===== src/rtl/m_cp0_pkg.sv =====
// Shared CP0 definitions: register numbers, exception codes and bit-field
// positions of SR and Cause, plus the handler entry used by the PC logic.
package m_cp0_pkg;

  // CP0 register numbers
  localparam logic [4:0] CP0_SR    = 5'd12;
  localparam logic [4:0] CP0_CAUSE = 5'd13;
  localparam logic [4:0] CP0_EPC   = 5'd14;
  localparam logic [4:0] CP0_PRID  = 5'd15;

  // Exception codes carried down the pipe
  typedef enum logic [4:0] {
    EXC_INT     = 5'd0,
    EXC_ADEL    = 5'd4,
    EXC_ADES    = 5'd5,
    EXC_SYSCALL = 5'd8,
    EXC_RI      = 5'd10,
    EXC_OV      = 5'd12
  } exc_code_e;

  // SR field positions
  localparam int SR_IE     = 0;
  localparam int SR_EXL    = 1;
  localparam int SR_IM_LO  = 10;
  localparam int SR_IM_HI  = 15;

  // Cause field positions
  localparam int CAUSE_EXC_LO = 2;
  localparam int CAUSE_EXC_HI = 6;
  localparam int CAUSE_IP_LO  = 10;
  localparam int CAUSE_IP_HI  = 15;
  localparam int CAUSE_BD     = 31;

  // Exception handler entry point (consumed by the PC logic)
  localparam logic [31:0] HANDLER_ADDR = 32'h0000_4180;

endpackage


===== src/rtl/m_cp0_if.sv =====
// Bus between the M stage and CP0: mtc0/mfc0 access, victim info,
// interrupt lines, and the request/read-back outputs.
interface m_cp0_if;
  logic        we;
  logic [4:0]  addr;
  logic [31:0] din;
  logic [31:0] vpc;
  logic        bd_in;
  logic [4:0]  exc_code_in;
  logic [5:0]  hw_int;
  logic        eret;
  logic        req;
  logic [31:0] cp0_out;
  logic [31:0] epc_out;

  // Pipeline side: drives the instruction info, receives request/read data
  modport master (
    output we, addr, din, vpc, bd_in, exc_code_in, hw_int, eret,
    input  req, cp0_out, epc_out
  );

  // CP0 side
  modport slave (
    input  we, addr, din, vpc, bd_in, exc_code_in, hw_int, eret,
    output req, cp0_out, epc_out
  );
endinterface


===== src/rtl/m_cp0.sv =====
// Coprocessor 0 in the M stage: SR/Cause/EPC/PRId register file,
// interrupt/exception arbitration, and mfc0/eret read paths.
module m_cp0
  import m_cp0_pkg::*;
#(
  parameter logic [31:0] PRID = 32'h2023_B0AA
) (
  input  logic     clk,
  input  logic     reset,
  m_cp0_if.slave   bus
);

  logic [5:0]  im_q,  im_d;
  logic        exl_q, exl_d;
  logic        ie_q,  ie_d;
  logic        bd_q,  bd_d;
  logic [5:0]  ip_q,  ip_d;
  logic [4:0]  exc_code_q, exc_code_d;
  logic [31:0] epc_q, epc_d;

  logic        int_req;
  logic        exc_req;
  logic        req;
  logic [31:0] sr_val;
  logic [31:0] cause_val;
  logic [31:0] rd_val;

  // Request arbitration; reset masks req because exc_code_in is not a register
  always_comb begin
    int_req = ie_q & ~exl_q & (|(bus.hw_int & im_q));
    exc_req = ~exl_q & (bus.exc_code_in != 5'd0);
    req     = (int_req | exc_req) & ~reset;
  end

  // Next-state: exception entry dominates; otherwise eret and mtc0 commit
  always_comb begin
    im_d       = im_q;
    exl_d      = exl_q;
    ie_d       = ie_q;
    bd_d       = bd_q;
    exc_code_d = exc_code_q;
    epc_d      = epc_q;
    ip_d       = bus.hw_int;
    if (req) begin
      exl_d      = 1'b1;
      exc_code_d = int_req ? 5'd0 : bus.exc_code_in;
      bd_d       = bus.bd_in;
      epc_d      = bus.bd_in ? (bus.vpc - 32'd4) : bus.vpc;
    end else begin
      if (bus.eret) begin
        exl_d = 1'b0;
      end
      if (bus.we) begin
        case (bus.addr)
          CP0_SR: begin
            im_d  = bus.din[SR_IM_HI:SR_IM_LO];
            exl_d = bus.din[SR_EXL];
            ie_d  = bus.din[SR_IE];
          end
          CP0_EPC: epc_d = bus.din;
          default: ;
        endcase
      end
    end
  end

  // Register state with asynchronous clear
  always_ff @(posedge clk or posedge reset) begin
    if (reset) begin
      im_q       <= '0;
      exl_q      <= 1'b0;
      ie_q       <= 1'b0;
      bd_q       <= 1'b0;
      ip_q       <= '0;
      exc_code_q <= '0;
      epc_q      <= '0;
    end else begin
      im_q       <= im_d;
      exl_q      <= exl_d;
      ie_q       <= ie_d;
      bd_q       <= bd_d;
      ip_q       <= ip_d;
      exc_code_q <= exc_code_d;
      epc_q      <= epc_d;
    end
  end

  // mfc0 read mux (old register values, no write bypass)
  always_comb begin
    sr_val                          = '0;
    sr_val[SR_IM_HI:SR_IM_LO]       = im_q;
    sr_val[SR_EXL]                  = exl_q;
    sr_val[SR_IE]                   = ie_q;
    cause_val                       = '0;
    cause_val[CAUSE_BD]             = bd_q;
    cause_val[CAUSE_IP_HI:CAUSE_IP_LO]   = ip_q;
    cause_val[CAUSE_EXC_HI:CAUSE_EXC_LO] = exc_code_q;
    case (bus.addr)
      CP0_SR:    rd_val = sr_val;
      CP0_CAUSE: rd_val = cause_val;
      CP0_EPC:   rd_val = epc_q;
      CP0_PRID:  rd_val = PRID;
      default:   rd_val = '0;
    endcase
  end

  // Outputs; epc_out bypasses an mtc0 EPC so a following eret sees it
  always_comb begin
    bus.req     = req;
    bus.cp0_out = rd_val;
    bus.epc_out = (bus.we && (bus.addr == CP0_EPC)) ? bus.din : epc_q;
  end

endmodule


===== src/flat_wrapper.sv =====
// flat-port wrapper written by rule: the top's interface ports become plain ports
module m_cp0_flat import m_cp0_pkg::*;
#(
  parameter logic [31:0] PRID = 32'h2023_B0AA
)
  (clk, reset, bus_we, bus_addr, bus_din, bus_vpc, bus_bd_in, bus_exc_code_in, bus_hw_int, bus_eret, bus_req, bus_cp0_out, bus_epc_out);
  m_cp0_if bus_i ();
  input  logic clk;
  input  logic reset;
  input wire logic [$bits(bus_i.we)-1:0] bus_we;
  input wire logic [$bits(bus_i.addr)-1:0] bus_addr;
  input wire logic [$bits(bus_i.din)-1:0] bus_din;
  input wire logic [$bits(bus_i.vpc)-1:0] bus_vpc;
  input wire logic [$bits(bus_i.bd_in)-1:0] bus_bd_in;
  input wire logic [$bits(bus_i.exc_code_in)-1:0] bus_exc_code_in;
  input wire logic [$bits(bus_i.hw_int)-1:0] bus_hw_int;
  input wire logic [$bits(bus_i.eret)-1:0] bus_eret;
  output wire logic [$bits(bus_i.req)-1:0] bus_req;
  output wire logic [$bits(bus_i.cp0_out)-1:0] bus_cp0_out;
  output wire logic [$bits(bus_i.epc_out)-1:0] bus_epc_out;
  assign bus_i.we = bus_we;
  assign bus_i.addr = bus_addr;
  assign bus_i.din = bus_din;
  assign bus_i.vpc = bus_vpc;
  assign bus_i.bd_in = bus_bd_in;
  assign bus_i.exc_code_in = bus_exc_code_in;
  assign bus_i.hw_int = bus_hw_int;
  assign bus_i.eret = bus_eret;
  assign bus_req = bus_i.req;
  assign bus_cp0_out = bus_i.cp0_out;
  assign bus_epc_out = bus_i.epc_out;
  m_cp0 #(.PRID(PRID)) u_core (.clk(clk), .reset(reset), .bus(bus_i));
endmodule

===== config.mk =====
export PLATFORM = sky130hd
export DESIGN_NAME = m_cp0_flat
export DESIGN_NICKNAME = d
export VERILOG_FILES = /design/src/rtl/m_cp0_pkg.sv /design/src/rtl/m_cp0_if.sv /design/src/rtl/m_cp0.sv /design/src/flat_wrapper.sv
export SDC_FILE = /design/constraint.sdc
export NUM_CORES = 1
export LEC_CHECK = 0
export BUFFER_PORTS_ARGS = -buffer_cell sky130_fd_sc_hd__buf_4
export CORE_ASPECT_RATIO = 0.9
export CORE_UTILIZATION = 46
export CTS_BUF_LIST = sky130_fd_sc_hd__clkbuf_16
export DETAILED_ROUTE_END_ITERATION = 8
export PLACE_DENSITY = 0.83
export SETUP_SLACK_MARGIN = 0.15
export SLEW_MARGIN = 20
export SYNTH_ARGS = -nofsm -noshare
export SYNTH_HDL_FRONTEND = slang
export SYNTH_SLANG_ARGS = --single-unit

===== constraint.sdc =====
create_clock -name clk -period 5.9 [get_ports clk]
set_input_delay 0.885 -clock clk [delete_from_list [all_inputs] [get_ports clk]]
set_output_delay 0.885 -clock clk [all_outputs]
set_load 0.01 [all_outputs]

# Yosys cells after proc, flatten, opt, wreduce, memory -nomap -nowiden
# Index checks and enable logic that the tools add are counted.
# W data, S select, Z words.
[word_totals] reg_bits=52 latchBits=0 ram_bits=0 romBits=0 inputBits=85 out_inout_bits=65 wordCells=39 n_memories=0
[classes] addsub=1 n_mul=0 div_mod_pow=0 magnitude_cmp=0 n_eq_ne=4 shifts=0 muxes=11 n_bitwise=9 n_reduce_logical=7
[ops] operator="$mux W32" count=5
[ops] operator="$pmux W32 S4" count=1
[ops] operator="$sub A32 B3 Y32 const B" count=1
[ops] operator="$eq A5 B4 Y1 const B" count=4
[ops] operator="$and A6 B6 Y6" count=1
[ops] operator="$reduce_or A6 Y1" count=1
[ops] operator="$mux W5" count=1
[ops] operator="$reduce_bool A5 Y1" count=1
[ops] operator="$and A1 B1 Y1" count=4
[ops] operator="$mux W1" count=4
[ops] operator="$reduce_bool A2 Y1" count=2
[ops] operator="$not A1 Y1" count=3
[ops] operator="$reduce_and A3 Y1" count=1
[ops] operator="$reduce_and A2 Y1" count=1
[ops] operator="$logic_and A1 B1 Y1" count=1
[ops] operator="$or A1 B1 Y1" count=1

# Depth between registers and ports, before layout
# Gate-level depths: netlist of the first run.
[depth] word_depth=7 depth_mapped=7 mapped_depth_nobuf=7

# Worst setup path after synthesis of the first run
# OpenSTA, ideal clock, no wires.
[synth_timing] kind="input -> output" start="input reset" end="output bus_req" arrival_time_ps=3037 t_required_ps=5015 path_slack_ps=1978 stages=4 n_path_buf=2 cell_sequence="inv_1 > o311a_1 > clkbuf_1 > clkbuf_1"
[synth_via] elab_chain_cells=2
[synth_rtl] item="start, declared" line="flat_wrapper.sv:9" source="input logic reset;"
[synth_rtl] item="$not A1 Y1" line="m_cp0.sv:32" source="req = (int_req | exc_req) & ~reset;"
[synth_rtl] item="$and A1 B1 Y1" line="m_cp0.sv:32"
[synth_rtl] item="end, declared" line="flat_wrapper.sv:18" source="output wire logic [$bits(bus_i.req)-1:0] bus_req;"
# No other way between the ends.

# Worst setup path in the final report of the first run
[layout_timing] start="input bus_addr[4]" end="output bus_epc_out[12]"
[layout_via] elab_chain_cells=3
[layout_rtl] item="start, declared" line="flat_wrapper.sv:11" source="input wire logic [$bits(bus_i.addr)-1:0] bus_addr;"
[layout_rtl] item="$eq A5 B4 Y1" line="m_cp0.sv:111" source="bus.epc_out = (bus.we && (bus.addr == CP0_EPC)) ? bus.din : epc_q;"
[layout_rtl] item="$logic_and A1 B1 Y1" line="m_cp0.sv:111"
[layout_rtl] item="$mux W32" line="m_cp0.sv:111"
[layout_rtl] item="end, declared" line="flat_wrapper.sv:20" source="output wire logic [$bits(bus_i.epc_out)-1:0] bus_epc_out;"
# No other way between the ends.

==> metrics.txt, run 1 <==
status completed; Mapped Avg Cell Area about 9.6 sq um; crit-path cells buf_4 > and3b_1 > nand3_2 > mux2_2 > buf_4; CP startpoint kind input port; routability cong. 0.835; final setup fails 0; H-Tree Depth 2; commonest cells after routing, fill and taps aside buf_4 (152), nor2_1 (59), dfrtp_1 (52); setup TNS 0 ns; period utilization 0.697; largest fanout on the critical path 32; final-stage net count 566; n_diodes 0; CTS tree built; Post-Synthesis Cell Area 3280 sq um; f_max 0.243 GHz; Root Driver clkbuf_16; Post-CTS Resized 0; Slowest cell on crit path nand3_2; Worst-Margin Slew 0.900 ns; CTS clock-pin slew for the worst setup and hold paths 0.07 ns; flop2flop setup slack around 3.5 ns; synthesis-stage register bit count 52; Avg WL per Cell 17.4 um; Critical Path AT 3.23 ns; die area about 7500 sq um; Core ar. between 6000 and 7000 sq um; Bufs and invs on worst path 2; Hold Path Origin u_core.bd_q; Port Buffers between 100 and 150; critical path endpoint category output port; CP delay by family, top simple AND/OR/NAND/NOR gates; Slew Limit Fails 0; I/O Pins 150; final-report hold violation count 0; cell count after synthesis between 300 and 400; hold-critical path endpoint u_core.bd_q; Die Y 82.1 um; R2R cell count 6; CP most frequent cell buf_4; HP Class reg -> reg; post-route ant nets 0; Post-synth EDFFs 0; DRC errors left 0; Clock Skews around 0.0063 ns; multi-input logic area 1880 sq um; most common cell after layout, fill and taps aside buf_4; Hold Buf Count CTS 0; register area 1300 sq um; gr usage total 0.268; Iter 0 DRT Violations 121; max_cap viols 0; Ys Warns 0; Fillers approximately 560; Area Growth Syn to Fin 40.2%; layout cells sized above 1 0.462; CP max stage delay 0.86 ns; Initial Util 0.487; sequential fraction of the synthesis area 0.397; RR Startpoint u_core.im_q[1]; Detailed Place HPWL 7410 um; worst path required time between 5 and 6 ns; later-pin clock latency in the skew report 0.28 ns; routed via count between 3000 and 4000; post-synthesis net count 426; first-pass GRT wire length around 16000 um; largest net degree at the start of global routing 60; clk buf depth 2; Worst IR Drop VDD 0.149 mV; post-synth cell types 41; Overflow after GRT 0; drt first pass iters 4; PD cells 251 nW/um^2; post-layout util 0.683; Worst R2R End u_core.exc_code_q[0]; Lkg Pwr 2.09 nW; clock sink total 52; Num CTS Buffers 5; vias in the first global route 3269; post-CTS setup buffer count 0; worst relative slew slack 0.400; Final min period slightly above 4 ns; initial antenna violation count 0; CP Class in -> out; die width 91.0 um; ys async rst share 1.00; Worst Hold Depth 1; via-per-instance ratio 5.59; row cnt 28; ys flop type dfrtp_1; RSZ-0062 raised after global routing false; WL final 9940 um
[sequential cells by signal (all words and copies together), names as in the netlist]
| signal | cells |
|---|---|
| u_core.im_q | 6 |
| u_core.exc_code_q | 5 |
| u_core.ip_q | 6 |
| u_core.ie_q | 1 |
| u_core.exl_q | 1 |
| u_core.epc_q | 32 |
| u_core.bd_q | 1 |
[cell usage after synthesis (2+ instances only)]
| master | instances | area (sq um) |
|---|---|---|
| a21oi_1 | 34 | 170 |
| a22o_1 | 5 | 43.8 |
| a22oi_1 | 7 | 52.6 |
| a31oi_1 | 3 | 18.8 |
| and3_1 | 13 | 81.3 |
| buf_2 | 3 | 15.0 |
| clkbuf_1 | 15 | 56.3 |
| dfrtp_1 | 52 | 1300 |
| inv_1 | 6 | 22.5 |
| mux2_2 | 45 | 507 |
| mux2i_1 | 4 | 40.0 |
| nand2_1 | 11 | 41.3 |
| nand3b_1 | 2 | 15.0 |
| nand4_2 | 2 | 25.0 |
| nor2_1 | 59 | 221 |
| nor2b_1 | 2 | 12.5 |
| nor3_1 | 12 | 60.1 |
| nor4_1 | 3 | 18.8 |
| nor4_2 | 4 | 50.1 |
| o21ai_0 | 4 | 20.0 |
| o221a_2 | 3 | 33.8 |
| or3_4 | 2 | 22.5 |
| or4_1 | 6 | 45.0 |
| xnor2_1 | 24 | 210 |
| xor2_1 | 3 | 26.3 |
[per-layer routing]
layer  wire length, um  vias up  GRT usage
met5                 0        -          0
met4               170        0     0.0937
met3               591       16     0.0370
met2              4940      142      0.478
met1              4240     1537      0.338
li1                  -     1496          -
[worst max path at each step]
stage,depth (start not counted),slack (ns),from,to
after floorplan,4,1.98,reset,bus_req
after global placement,5,1.83,bus_addr[4],bus_epc_out[11]
after detailed placement,5,1.82,bus_addr[4],bus_epc_out[12]
after CTS,5,1.79,bus_addr[4],bus_epc_out[12]
after global routing,5,1.69,bus_addr[4],bus_epc_out[12]
final,5,1.79,bus_addr[4],bus_epc_out[12]
[final cells by class]
cell class              instances  area share
clock inverters                 3     0.00300
multi-input cells             263       0.409
well taps                      90      0.0245
clock buffers                   5      0.0272
inverters                       6     0.00490
repair buffers                152       0.248
flip-flops and latches         52       0.283
[stage by stage]
step | hold WS, ns | cells | setup WS [ns] | area (sq um) | power (mW)
after floorplan | 0.473 | 340 | 1.98 | 3280 | 0.682
after global placement | 0.493 | 563 | 1.83 | 4450 | 0.864
after detailed placement | 0.493 | 563 | 1.82 | 4450 | 0.877
after CTS | 0.513 | 571 | 1.79 | 4590 | 1.15
after global routing | 0.539 | 571 | 1.69 | 4590 | 1.21
final | 0.510 | 571 | 1.79 | 4590 | 1.15
[logic make-up (layout without fill, tap and decap cells)]
group,Yosys count,count (layout),synth area share
AND/OR/NAND/NOR,127,127,0.216
multiplexers,49,49,0.167
buffers and inverters,25,166,0.0321
AO/OA/AOI/OAI,59,59,0.111
adder cells (fa/ha/maj),1,1,0.00382
flip-flops,52,52,0.397
XOR/XNOR,27,27,0.0722
[power by group]
| group | internal (mW) | switching, mW | leakage [nW] |
|---|---|---|---|
| Clock | 0.154 | 0.123 | 0.0710 |
| Combinational | 0.211 | 0.189 | 1.42 |
| Sequential | 0.430 | 0.0436 | 0.599 |
Power figures use the tool's default switching activity.
==> run 2: changes to the inputs <==
==> constraint.sdc (replaced) <==
create_clock -name clk -period 4.25 [get_ports clk]
set_input_delay 0.6375 -clock clk [delete_from_list [all_inputs] [get_ports clk]]
set_output_delay 0.6375 -clock clk [all_outputs]
set_load 0.01 [all_outputs]
==> metrics.txt, run 2 (synthesis results as in run 1) <==
status completed; vias in the first global route 3059; via-per-instance ratio around 5.6; Num CTS Buffers 5; post-CTS setup buffer count 0; CTS tree built; Slew Limit Fails 0; switch share 0.307; PD cells roughly 350 nW/um^2; fin area 4600 sq um; RSZ-0062 raised after global routing false; Final min period about 3.2 ns; clock sink total 52; crit-path cells buf_4 > and3b_1 > buf_4 > nand3_2 > mux2_2 > buf_4; DRC errors left 0; f_max 0.309 GHz; post-route ant nets 0; Gate power share 0.349; Clock power frac 0.239; CP Class in -> out; most common cell after layout, fill and taps aside buf_4; DP Area 4460 sq um; sw power about 500 uW; largest fanout on the critical path 32; Avg WL per Cell 17.0 um; worst relative slew slack 0.418; Die Y 82.1 um; CTS clock-pin slew for the worst setup and hold paths 0.06 ns; Hold Slack approximately 0.47 ns; Area Growth Syn to Fin 40.3%; gr usage total 0.268; die area 7470 sq um; Post-CTS Resized 0; first-pass GRT wire length about 15000 um; Slowest cell on crit path nand3_2; final-report hold violation count 0; largest net degree at the start of global routing 53; Top Registers u_core.epc_q: 32 flops, u_core.im_q: 6 flops, u_core.ip_q: 6 flops; WL final 9740 um; routed via count 3216; Lkg Pwr roughly 2.1 nW; Int Pwr 1.10 mW; CP most frequent cell buf_4; die width 91.0 um; CP delay by family, top simple AND/OR/NAND/NOR gates; max_cap viols 0; setup TNS 0 ns; final-stage net count 567; Overflow after GRT 0; Seq pwr share 0.413; Hold Buf Count CTS 0; routability cong. 0.864; later-pin clock latency in the skew report 0.28 ns; drt first pass iters 4; Detailed Place HPWL 7250 um; final setup fails 0; commonest cells after routing, fill and taps aside buf_4 (153), nor2_1 (59), dfrtp_1 (52); Final Power 1.59 mW; post-layout util 0.684; I/O Pins 150; Port Buffers 149; CP startpoint kind input port; CP max stage delay between 0.7 and 0.8 ns; Clock Skews 0.00353 ns; Initial Util 0.487; Critical Path AT approximately 2.6 ns; Worst-Margin Slew 0.872 ns; Core ar. roughly 6700 sq um; n_diodes 0; initial antenna violation count 0; clk buf depth 2; Worst IR Drop VDD 0.169 mV; max reg flops 32; row cnt 28; Iter 0 DRT Violations ~130; H-Tree Depth 2; period utilization 0.761; critical path endpoint category output port; layout cells sized above 1 0.459; Reg with most FFs u_core.epc_q; worst path required time about 3.6 ns; HP Class in -> reg; Bufs and invs on worst path 3; Root Driver clkbuf_16
## run 2: cell types whose count changed in the layout (fill, tap and decap cells not counted)
cell	delta
clkinv_2	-2
buf_4	+1
inv_1	+2
## run 2: power by group through the flow
stage / registers [mW] / logic, mW / clock network [mW]
6_report: 0.656 / 0.555 / 0.380
5_1_grt: 0.668 / 0.605 / 0.410
3_5_place_dp: 0.662 / 0.554 / 0
4_1_cts: 0.654 / 0.556 / 0.386
2_1_floorplan: 0.640 / 0.308 / 0
3_3_place_gp: 0.660 / 0.543 / 0
## run 2: cell type report
class,count,area [sq um]
fillers,552,2130
multi-input cells,263,1880
flip-flops and latches,52,1300
repair buffers,153,1150
clock buffers,5,125
well taps,90,113
inverters,6,22.5
clock inverters,3,11.3
## run 2: final timing paths
check	startpoint	endpoint	slack, ns	cells after the start
min reg2reg	u_core.bd_q	u_core.bd_q	0.52	1
max	bus_addr[4]	bus_epc_out[23]	1.02	6
min in group asynchronous	reset	u_core.exl_q	0.57	3
max reg2reg	u_core.im_q[1]	u_core.bd_q	1.80	5
min	bus_hw_int[1]	u_core.ip_q[1]	0.47	1
max in group asynchronous	reset	u_core.epc_q[7]	3.24	3
## run 2: layer usage
metal	track usage	part of all wire
met3	0.0315	0.053
met4	0.0889	0.016
met2	0.469	0.49
met1	0.352	0.44
met5	0	0
## run 2: stage by stage
step / instances / setup slack [ns]
floorplan: 340 / 0.823
global placement: 564 / 1.04
detailed placement: 564 / 0.994
CTS: 572 / 0.993
global route: 572 / 0.916
finish: 572 / 1.02
